File: src/rtl/sphincs_digest_split.sv
// Splits an H_msg digest into hypertree tree/leaf indices and streams the K FORS indices.
// Latency: FORS index 0 one cycle after accept; done pulses one cycle after the last transfer; fors_ready stalls the stream in place.
module sphincs_digest_split #(
  parameter int K         = 33,
  parameter int A         = 6,
  parameter int TREE_BITS = 63,
  parameter int LEAF_BITS = 3
) (
  input  logic                   CLK,
  input  logic                   RST,
  input  logic                   in_valid,
  output logic                   in_ready,
  input  logic [271:0]           H_msg,
  output logic [TREE_BITS-1:0]   idx_tree,
  output logic [LEAF_BITS-1:0]   idx_leaf,
  output logic                   fors_valid,
  input  logic                   fors_ready,
  output logic [A-1:0]           fors_idx,
  output logic [$clog2(K)-1:0]   fors_num,
  output logic                   fors_last,
  output logic                   done
);

  localparam int MD_BITS = K * A;
  localparam int CNT_W   = $clog2(K);

  localparam logic [1:0] S_IDLE   = 2'd0;
  localparam logic [1:0] S_STREAM = 2'd1;
  localparam logic [1:0] S_DONE   = 2'd2;

  logic [1:0]           r_state;
  logic [MD_BITS-1:0]   r_sr;
  logic [CNT_W-1:0]     r_cnt;
  logic [TREE_BITS-1:0] r_tree;
  logic [LEAF_BITS-1:0] r_leaf;

  logic w_accept;
  logic w_xfer;
  logic w_last;
  logic w_unused;

  assign w_accept = (r_state == S_IDLE) && in_valid;
  assign w_last   = (r_cnt == CNT_W'(K - 1));
  assign w_xfer   = (r_state == S_STREAM) && fors_ready;
  // Padding bits of md, the masked tree MSB and the unused leaf-byte bits.
  assign w_unused = &{1'b0, H_msg[73:71], H_msg[7:3]};

  always_ff @(posedge CLK or negedge RST) begin
    if (!RST) begin
      r_state <= S_IDLE;
      r_sr    <= '0;
      r_cnt   <= '0;
      r_tree  <= '0;
      r_leaf  <= '0;
    end else begin
      case (r_state)
        S_IDLE: begin
          if (w_accept) begin
            r_sr    <= H_msg[271 -: MD_BITS];
            r_tree  <= H_msg[8 +: TREE_BITS];
            r_leaf  <= H_msg[LEAF_BITS-1:0];
            r_cnt   <= '0;
            r_state <= S_STREAM;
          end
        end
        S_STREAM: begin
          if (w_xfer) begin
            if (w_last) begin
              r_state <= S_DONE;
            end else begin
              r_sr  <= {r_sr[MD_BITS-A-1:0], {A{1'b0}}};
              r_cnt <= r_cnt + CNT_W'(1);
            end
          end
        end
        S_DONE:  r_state <= S_IDLE;
        default: r_state <= S_IDLE;
      endcase
    end
  end

  assign in_ready   = (r_state == S_IDLE);
  assign fors_valid = (r_state == S_STREAM);
  assign fors_idx   = r_sr[MD_BITS-1 -: A];
  assign fors_num   = r_cnt;
  assign fors_last  = fors_valid && w_last;
  assign done       = (r_state == S_DONE);
  assign idx_tree   = r_tree;
  assign idx_leaf   = r_leaf;

endmodule
File: config.mk
export PLATFORM = sky130hd
export DESIGN_NAME = sphincs_digest_split
export DESIGN_NICKNAME = d
export VERILOG_FILES = /design/src/rtl/sphincs_digest_split.sv
export SDC_FILE = /design/constraint.sdc
export NUM_CORES = 1
export LEC_CHECK = 0
export CORE_MARGIN = 4
export CORE_UTILIZATION = 44
export CTS_CLUSTER_DIAMETER = 40
export DETAILED_ROUTE_END_ITERATION = 8
export PLACE_DENSITY = 0.76
export SKIP_CTS_REPAIR_TIMING = 1
export SYNTH_ARGS = -nofsm -noshare
export SYNTH_HDL_FRONTEND = slang
export SYNTH_SLANG_ARGS = --single-unit
File: constraint.sdc
create_clock -name CLK -period 2 [get_ports CLK]
set_clock_uncertainty 0.15 [all_clocks]
set_input_delay 0.4 -clock CLK [delete_from_list [all_inputs] [get_ports CLK]]
set_output_delay 0.4 -clock CLK [all_outputs]
set_load 0.01 [all_outputs]
# Word level (Yosys, flattened, before mapping)
# Cells that the tools add are included.
word_totals:
  regBits: 272
  wordCells: 33
classes:
  add_sub_neg: 1
  eq_ne: 7
  mux: 12
  n_reduce_logical: 8
op_table:
  columns: ["op", "n"]
  rows:
  - ["$mux W198", 3]
  - ["$pmux W198 S2", 1]
  - ["$mux W6", 3]
  - ["$pmux W6 S2", 1]
  - ["$add A6 B1 Y6 const B", 1]
  - ["$eq A6 B6 Y1 const B", 1]
  - ["$mux W2", 3]
  - ["$ne A2 B1 Y1 const B", 3]
  - ["$pmux W2 S2", 1]
  - ["$reduce_and A4 Y1", 1]
  - ["$logic_and A1 B1 Y1", 3]
  - ["$reduce_and A3 Y1", 1]
  - ["$eq A2 B1 Y1 const B", 1]
  - ["$eq A2 B2 Y1 const B", 1]
  - ["$logic_not A2 Y1", 1]
  - ["$ne A2 B2 Y1 const B", 1]
  - ["$reduce_and A2 Y1", 1]
  - ["$reduce_bool A2 Y1", 1]

# Depth between registers and ports, before layout
# Gate-level depths: netlist of run 1.
depth:
  ltp_word: 4
  ltp_mapped: 6
  ltp_nobuf: 4

# Least setup slack after synthesis of run 1
# OpenSTA, ideal clock, no wires.
synth_timing:
  kind: "reg-to-reg"
  start: "register r_state[1]"
  end: "register r_sr[177]"
  setup_time_ps: 128
  arrival_time_ps: 1837
  path_slack_ps: -115
  stages_incl_launch_ff: 7
  period_less_slack_ps: 2115
  cell_sequence: "dfrtp_1 -> nand2b_1 -> inv_1 -> buf_2 -> clkbuf_1 -> mux2_2 -> mux2_1"
synth_via:
  elab_chain_len: 4
  elab_cells_between_ends: 10
  cone_classes: "eq/ne: 4; mux: 1; reduce/logical: 5"
synth_lines:
  columns: ["element", "line", "rtl"]
  rows:
  - ["start, declared", "31", "logic [1:0] r_state;"]
  - ["start signal, assigned", "50", "r_state <= S_IDLE;"]
  - ["start signal, assigned", "63", "r_state <= S_STREAM;"]
  - ["start signal, assigned", "69", "r_state <= S_DONE;"]
  - ["$eq A2 B1 Y1 / $logic_not A2 Y1 (equally long branches)", "44, 56, 42", null]
  - ["$logic_and A1 B1 Y1, on equally long branches", "44, 42", null]
  - ["$ne A2 B1 Y1 (no line)", null, null]
  - ["$reduce_and A4 Y1 (no line)", null, null]
  - ["end signal, assigned", "59", "r_sr <= H_msg[271 -: MD_BITS];"]
  - ["end signal, assigned", "71", "r_sr <= {r_sr[MD_BITS-A-1:0], {A{1'b0}}};"]
  - ["end, declared", "32", "logic [MD_BITS-1:0] r_sr;"]
# Parallel ways exist; a longest one is shown, timed or not.
# A chain may end at the register's enable or synchronous reset.

# Worst setup path after layout of run 1
layout_timing:
  start: "register r_state[0]"
  end: "register r_sr[106]"
# The elaborated chain is that of the path after synthesis.

==> run metrics, run 1 <==
clock slew at reported path FFs 0.06 ns; Synth top area share 0.541; RSZ-0062 raised after global routing yes; type of the most critical hold path in -> async; RD Place Congestion 0.775; Synth Area in XOR/XNOR 0; initial antenna violation count 3; fillers 1878; drt total wl 35900 um; # rows 61; CTS buffer count 41; Final Instance Count excl. Fillers 1664; CTS tree yes; dominant synthesized flop cell dfrtp_1; required time of the critical path 2.24 ns; Slew HR 0.683; Post-DRT Antenna Nets 0; leakage 0.00907 uW; Critical Path End r_sr[106]; final worst-path cycle share 1.12; IO Pins 358; worst r2r dst r_sr[106]; Total Routing Usage GR 0.197; EDFF count, synth 0; critical path cell sequence nor4b_4 -> buf_4 -> a311oi_4 -> buf_6 -> clkbuf_16 -> clkbuf_16 -> mux2_4; I/O Buffers 349; failing checks setup timing; Setup TNS Final -30.74 ns; Die Y 177 um; Area Overhead vs Synth 58.2%; # Max-Cap Violations 0; Layout Nets 1536; Slew @ Worst Pin 0.476 ns; DR pass1 iterations 4; Critical Path Source r_state[0]; placed cell count 1559; Worst Path Class, Setup reg -> reg; most frequent cells in the layout clkdlybuf4s50_1, dfrtp_1, mux2_2; post-synth cell types 35; synthesized area 12600 um2; largest net degree at the start of global routing 50; CP arrival 2.48 ns; FF+latch count, synth 272; Synth Area in Adders 0.00199; top post-synthesis cells by area dfrtp_1, mux2_2, buf_4; startpoint class of the critical path flip-flop; RR Startpoint r_state[0]; peak supply drop 862 uV; simple-gate area share of the yosys netlist 0.0126; routed via count 8505; status complete, but fails checks; Crit. path cell count 7; hpwl dp 22900 um; DIE AREA 31400 um2; area leader, netlist dfrtp_1; share of cells above drive strength 1 0.482; DR vias/cell 5.11; clock sinks 272; Pwr Density 1490 nW/um2; Congestion Overflow GR 0; chip width 177 um; WP buf/inv 4; compound-gate portion of the synthesized area 0.0135; CP delay by family, top buffers and inverters; worst reg2reg path depth 7; CP max stage cell dfrtp_1; Syn Inst Count 830; PnR worst setup slack -0.244 ns; synth warn 0; f_max 0.446 GHz; vias in the first global route 9004; Initial Util 0.449; Reg2Reg Setup Slack -0.24 ns; largest family of logic cells by synthesized area multiplexers; DR iter-0 viols 407; clk_lat worst skew 0.51 ns; DRC violations left 0; Setup Slack @ Placement -0.412 ns; CTS max path bufs 3; Setup Viol. Count Final 211; Slew Limit Fails 0; Most common cell on crit path clkbuf_16; Synth Area per Inst 15.2 um2; CP max stage delay 0.43 ns; Mapped Nets 1108; CP Capture Type flip-flop; Tmin final 2.24 ns; hold violation count in the final report 0; most common cell after layout, fill and taps aside clkdlybuf4s50_1; ys async rst share 1.00; mux contribution to synthesized area 0.404; CTS root buf clkbuf_16; htree depth 2; wire per inst 21.6 um; first-pass GRT wire length 49000 um; Core ar. 28000 um2; register area share after synthesis 0.541; largest fanout on the critical path 8
==> per-stage QoR <==
stage	area, um2	util	hold WS, ns	power, uW
2_1_floorplan	12600	-	-0.0456	15700
3_3_place_gp	17000	0.607	0.211	19600
3_5_place_dp	17000	0.607	0.217	19900
4_1_cts	18400	0.655	-0.327	27100
5_1_grt	19900	0.710	0.309	31100
6_report	19900	0.710	0.286	29600
==> cell usage after synthesis (all sizes together), types with 3 or more instances <==
master / n
buf: 39
clkbuf: 20
nand3b: 3
mux2: 450
nand2: 3
inv: 3
a22o: 7
o21ai: 3
dfrtp: 272
nor2b: 3
==> power breakdown <==
part | switching [uW] | internal, uW
registers | 1580 | 8300
clock network | 2540 | 4560
logic | 4140 | 8490
==> per-layer routing <==
| layer | share of wire | vias to the layer above | global-route usage |
|---|---|---|---|
| li1 | - | 3876 | - |
| met1 | 0.41 | 4303 | 0.244 |
| met2 | 0.49 | 273 | 0.329 |
| met3 | 0.076 | 51 | 0.0669 |
| met4 | 0.019 | 2 | 0.0561 |
| met5 | 0.00019 | - | 0 |
==> how the worst min path moves through the flow <==
stage,from,end,slack (ns),cells past startpoint
2_1_floorplan,RST,fors_num[0],-0.05,0
3_3_place_gp,RST,r_sr[27],0.21,1
3_5_place_dp,RST,r_sr[27],0.22,1
4_1_cts,RST,r_sr[49],-0.33,1
5_1_grt,RST,r_sr[41],0.31,2
6_report,RST,r_sr[27],0.29,2
==> logic make-up (layout without fill, tap and decap cells) <==
kind of cell / Yosys count / in the layout
buffers and inverters: 62 / 516
multiplexers: 451 / 451
other: 0 / 2
adder cells (fa/ha/maj): 2 / 2
flip-flops: 272 / 272
AO/OA/AOI/OAI: 21 / 21
AND/OR/NAND/NOR: 22 / 22
==> registers in the layout (all words and copies together) (netlist names) <==
signal	cells
fors_num	6
idx_leaf	3
r_state	2
idx_tree	63
r_sr	198
==> final cells by class <==
type,instances,area (um2),area share
clock buffer,53,1150,0.0579
timing repair inverter,2,20.0,0.00101
sequential,272,6810,0.342
clock inverter,16,205,0.0103
antenna,2,5.00,0.000252
timing repair buffer,442,5030,0.253
inverter,3,27.5,0.00138
tap,378,473,0.0238
multi-input combinational,496,6170,0.310
Note: power is estimated with default switching activity, not from simulation.
==> run 2: changes to the inputs <==
Settings changed: CORE_MARGIN 4 to not set, PLACE_DENSITY 0.76 to not set, PLACE_DENSITY_LB_ADDON set to 0.2.
==> run 2 against run 1 <==
Net effect: the run still ends with setup timing left; non-clock buffer count is the same; final area rose by 1.1%; critical path type is now reg -> out; sequential power is essentially flat; clock power up 10%; combinational power about the same; maximum frequency is 2.9% higher; sequential cell count did not move; final cell count rose by 0.30%; via count fell by 0.36%; first-iteration DRC count shrank 14%; die area is 6.7% lower.
==> run metrics, run 2 (same netlist as run 1, synthesis figures left out) <==
CP max stage delay 0.41 ns (was 0.43 ns); largest fanout on the critical path 2 (was 8); fillers 1884 (was 1878); Setup Slack @ Placement -0.466 ns (was -0.412 ns); Slew @ Worst Pin 0.367 ns (was 0.476 ns); CTS max path bufs 3 (unchanged); hpwl dp 21700 um (was 22900 um); CP delay by family, top simple AND/OR/NAND/NOR gates (was buffers and inverters); CTS buffer count 44 (was 41); PnR worst setup slack -0.180 ns (was -0.244 ns); RR Startpoint r_state[0] (unchanged); clock slew at reported path FFs 0.05 ns (was 0.06 ns); Hold Slack 0.230 ns (was 0.286 ns); most frequent cells in the layout clkdlybuf4s50_1, dfrtp_1, mux2_2 (unchanged); Slew Limit Fails 0 (unchanged); Post-DP Area 16900 um2 (was 17000 um2); most common cell after layout, fill and taps aside clkdlybuf4s50_1 (unchanged); Die Y 171 um (was 177 um); wire per inst 21.1 um (was 21.6 um); register with the most flip-flops r_sr (unchanged); clk_lat worst skew 0.51 ns (about the same); Slew HR 0.755 (was 0.683); Congestion Overflow GR 0 (unchanged); DIE AREA 29300 um2 (was 31400 um2); status complete, but fails checks (unchanged); failing checks setup timing (unchanged); CP max stage cell dfrtp_1 (unchanged); leakage 0.00927 uW (was 0.00907 uW); Worst Path Class, Setup reg -> out (was reg -> reg); CP arrival 1.63 ns (was 2.48 ns); hold violation count in the final report 0 (unchanged); first-pass GRT wire length 47000 um (was 49000 um); DR pass1 iterations 4 (unchanged); CP Capture Type output pin (was flip-flop); Critical Path Source fors_num[4] (was r_state[0]); largest net degree at the start of global routing 55 (was 50); vias in the first global route 8746 (was 9004); CTS tree yes (unchanged); Pwr Density 1510 nW/um2 (was 1490 nW/um2); RD Place Congestion 0.788 (was 0.775); Initial Util 0.450 (was 0.449); f_max 0.459 GHz (was 0.446 GHz); share of cells above drive strength 1 0.488 (was 0.482); CTS root buf clkbuf_16 (unchanged); chip width 171 um (was 177 um); required time of the critical path 1.45 ns (was 2.24 ns); IO Pins 358 (unchanged); post-route design area 20100 um2 (was 19900 um2); Layout Nets 1538 (was 1536); WP buf/inv 1 (was 4); Largest register FFs 198 (unchanged); post-layout util 0.720 (was 0.710); final worst-path cycle share 1.09 (was 1.12); Setup TNS Final -19.35 ns (was -30.74 ns); Post-DRT Antenna Nets 0 (unchanged); Tmin final 2.18 ns (was 2.24 ns); Core ar. 27900 um2 (was 28000 um2); peak supply drop 1120 uV (was 862 uV); RSZ-0062 raised after global routing yes (unchanged); I/O Buffers 349 (unchanged); critical path cell sequence nor4b_4 -> nand3_2 -> nor2_1 -> buf_2 (was nor4b_4 -> buf_4 -> a311oi_4 -> buf_6 -> clkbuf_16 -> clkbuf_16 -> mux2_4); type of the most critical hold path in -> async (unchanged); Area Overhead vs Synth 59.9% (was 58.2%); # Max-Cap Violations 0 (unchanged); clock sinks 272 (unchanged); # rows 61 (unchanged); drt total wl 35300 um (was 35900 um); DR vias/cell 5.08 (was 5.11); Setup Viol. Count Final 193 (was 211); Reg2Reg Setup Slack -0.16 ns (was -0.24 ns); initial antenna violation count 1 (was 3); startpoint class of the critical path flip-flop (unchanged); Total Routing Usage GR 0.206 (was 0.197); DR iter-0 viols 352 (was 407); htree depth 2 (unchanged); routed via count 8474 (was 8505); DRC violations left 0 (unchanged)
run 2: cell type report:
| type | instances | area (um2) | area share |
|---|---|---|---|
| timing repair buffer | 442 | 5080 | 0.253 |
| clock inverter | 27 | 359 | 0.0179 |
| timing repair inverter | 1 | 16.3 | 0.000809 |
| clock buffer | 49 | 1170 | 0.0582 |
| sequential | 272 | 6810 | 0.338 |
| tap | 378 | 473 | 0.0235 |
| antenna | 1 | 2.50 | 0.000124 |
| inverter | 3 | 27.5 | 0.00137 |
| multi-input combinational | 496 | 6170 | 0.307 |
run 2: stage by stage:
| step | total power (uW) | std cells |
|---|---|---|
| 2_1_floorplan | 15700 | 830 |
| 3_3_place_gp | 19500 | 1552 |
| 3_5_place_dp | 19800 | 1552 |
| 4_1_cts | 27800 | 1628 |
| 5_1_grt | 31800 | 1669 |
| 6_report | 30300 | 1669 |
run 2: report_power, final:
part / total, uW / switching (uW) / internal, uW
clock: 7830 / 2700 / 5130
sequential: 9870 / 1570 / 8300
combinational: 12600 / 4150 / 8480
total: 30300 / 8430 / 21900
run 2: per-layer routing:
layer / vias to the layer above / track usage / routed length [um]
met5: - / 0 / 0
li1: 3884 / - / -
met1: 4305 / 0.257 / 15000
met4: 0 / 0.0582 / 509
met3: 44 / 0.0706 / 2510
met2: 241 / 0.339 / 17300
run 2: final timing paths:
kind | end | cells after the start
worst max-delay path | fors_last | 4
worst min-delay path | r_sr[22] | 2
worst max register to register | r_sr[192] | 7
worst min register to register | r_sr[4] | 1
max in group asynchronous | idx_tree[39] | 3
min in group CLK | r_sr[4] | 2
==> run 3: changes to the inputs <==
==> constraint.sdc (replaced) <==
create_clock -name CLK -period 2 [get_ports CLK]
set_clock_uncertainty 0.15 [all_clocks]
set_input_delay 0.3 -clock CLK [delete_from_list [all_inputs] [get_ports CLK]]
set_output_delay 0.3 -clock CLK [all_outputs]
set_load 0.01 [all_outputs]
==> run 3 against run 2 <==
Net effect: critical path depth is 3 higher; wire length is 9.8% lower; the flow still finishes with violations (setup timing); maximum frequency is 1.9% lower.
==> run metrics, run 3 (same netlist as run 1, synthesis figures left out) <==
Post-DP Area 16900 um2 (about the same); CTS buffer count 44 (unchanged); I/O Buffers 349 (unchanged); first-pass GRT wire length 47600 um (was 47000 um); type of the most critical hold path in -> async (unchanged); CP arrival 2.46 ns (was 1.63 ns); failing checks setup timing (unchanged); met2 wire length 15700 um (was 17300 um); Pwr Density 1490 nW/um2 (was 1510 nW/um2); Max Used Layer met5 (was met4); clk_lat worst skew 0.52 ns (was 0.51 ns); DIE AREA 29300 um2 (unchanged); CP Capture Type flip-flop (was output pin); wire per inst 19.2 um (was 21.1 um); CP delay by family, top buffers and inverters (was simple AND/OR/NAND/NOR gates); routed via count 8294 (was 8474); Ant. Diodes 0 (was 1); leakage 0.00803 uW (was 0.00927 uW); Hold Slack 0.107 ns (was 0.230 ns); IO Pins 358 (unchanged); status complete, but fails checks (unchanged); post-route design area 19000 um2 (was 20100 um2); WP buf/inv 4 (was 1); Slew Limit Fails 0 (unchanged); f_max 0.450 GHz (was 0.459 GHz); DR WL met3 2350 um (was 2510 um); startpoint class of the critical path flip-flop (unchanged); htree depth 2 (unchanged); share of cells above drive strength 1 0.475 (was 0.488); RSZ-0062 raised after global routing yes (unchanged); most frequent cells in the layout mux2_2, clkdlybuf4s50_1, dfrtp_1 (was clkdlybuf4s50_1, dfrtp_1, mux2_2); critical path cell sequence buf_6 -> buf_6 -> mux2i_4 -> a311oi_4 -> buf_12 -> buf_12 -> mux2_2 (was nor4b_4 -> nand3_2 -> nor2_1 -> buf_2); placed cell count 1555 (was 1552); clock slew at reported path FFs 0.05 ns (about the same); CP max stage cell dfrtp_1 (unchanged); vias in the first global route 9042 (was 8746); largest net degree at the start of global routing 63 (was 55); Layout Nets 1524 (was 1538); clock sinks 272 (unchanged); RD Place Congestion 0.766 (was 0.788); Slew HR 0.768 (was 0.755); DR iter-0 viols 297 (was 352); Final Instance Count excl. Fillers 1658 (was 1669); Congestion Overflow GR 0 (unchanged); Core ar. 27900 um2 (unchanged); required time of the critical path 2.24 ns (was 1.45 ns); DR pass1 iterations 4 (unchanged); DRC violations left 0 (unchanged); drt total wl 31800 um (was 35300 um); Setup Slack @ Placement -0.341 ns (was -0.466 ns); Setup Viol. Count Final 272 (was 193); final worst-path cycle share 1.11 (was 1.09); hold violation count in the final report 0 (unchanged); DR vias/cell 5.00 (was 5.08); Area Overhead vs Synth 50.8% (was 59.9%); CTS root buf clkbuf_16 (unchanged); largest fanout on the critical path 22 (was 2); peak supply drop 1070 uV (was 1120 uV); # Max-Cap Violations 0 (unchanged); hpwl dp 21800 um (was 21700 um); Total Routing Usage GR 0.209 (was 0.206); initial antenna violation count 1 (unchanged); M1 WL 13100 um (was 15000 um); CTS tree yes (unchanged); chip width 171 um (unchanged); Slew @ Worst Pin 0.348 ns (was 0.367 ns); Largest register FFs 198 (unchanged); Die Y 171 um (unchanged); most common cell after layout, fill and taps aside mux2_2 (was clkdlybuf4s50_1); PnR worst setup slack -0.222 ns (was -0.180 ns); Worst Path Class, Setup reg -> reg (was reg -> out); CTS max path bufs 3 (unchanged); Initial Util 0.450 (unchanged); register with the most flip-flops r_sr (unchanged); post-layout util 0.679 (was 0.720); # rows 61 (unchanged); Tmin final 2.22 ns (was 2.18 ns); CP max stage delay 0.39 ns (was 0.41 ns); Post-DRT Antenna Nets 0 (unchanged)
[run 3: cell types whose count changed in the layout (fill, tap and decap cells not counted), moves of 5 or more]
cell,change
clkbuf_16,-15
clkdlybuf4s50_1,+46
mux2_2,+131
buf_8,-6
mux2_1,+7
clkinv_2,+5
buf_4,+16
mux2_4,-138
dlymetal6s2s_1,-44
[run 3: worst paths after layout]
path,start,endpoint,slack (ns),cells after the start
setup / recovery,r_state[0],r_sr[105],-0.22,7
hold / removal,RST,r_sr[23],0.11,2
setup reg to reg,r_state[0],r_sr[105],-0.22,7
hold reg to reg,r_sr[185],r_sr[185],0.33,1
max in group asynchronous,RST,idx_tree[31],0.97,3
min in group CLK,H_msg[35],idx_tree[27],0.23,2
[run 3: cell type report]
class / instances / area, um2
Fill cell: 2041 / 8970
Sequential cell: 272 / 6810
Multi-Input combinational cell: 496 / 5660
Timing Repair Buffer: 429 / 4480
Clock buffer: 48 / 1150
Tap cell: 378 / 473
Clock inverter: 32 / 364
Inverter: 3 / 37.5
[run 3: metrics by stage]
step	setup TNS (ns)	total power (uW)
after floorplan	-3.73	15700
after global placement	-74.25	19500
after detailed placement	-74.87	19800
after CTS	-26.55	27700
after global routing	-58.18	29800
final	-42.74	28200
[run 3: worst reg2reg max path, delay by kind of cell (launching register included)]
| family | cells | cell delay [ns] |
|---|---|---|
| AOI/OAI and AO/OA | 1 | 0.33 |
| buffers and inverters | 4 | 0.67 |
| DFF | 1 | 0.39 |
| muxes | 2 | 0.56 |
[run 3: layer usage]
metal | up-vias | GRT usage
li1 | 3868 | -
met1 | 4125 | 0.254
met2 | 242 | 0.352
met3 | 57 | 0.0689
met4 | 2 | 0.0609
met5 | - | 0
[run 3: power breakdown]
group          leakage [uW]  switching (uW)  internal, uW  total, uW
Sequential          0.00321            1450          8290       9750
Combinational       0.00409            3610          7120      10700
Clock              0.000725            2760          4960       7720
Total               0.00803            7820         20400      28200
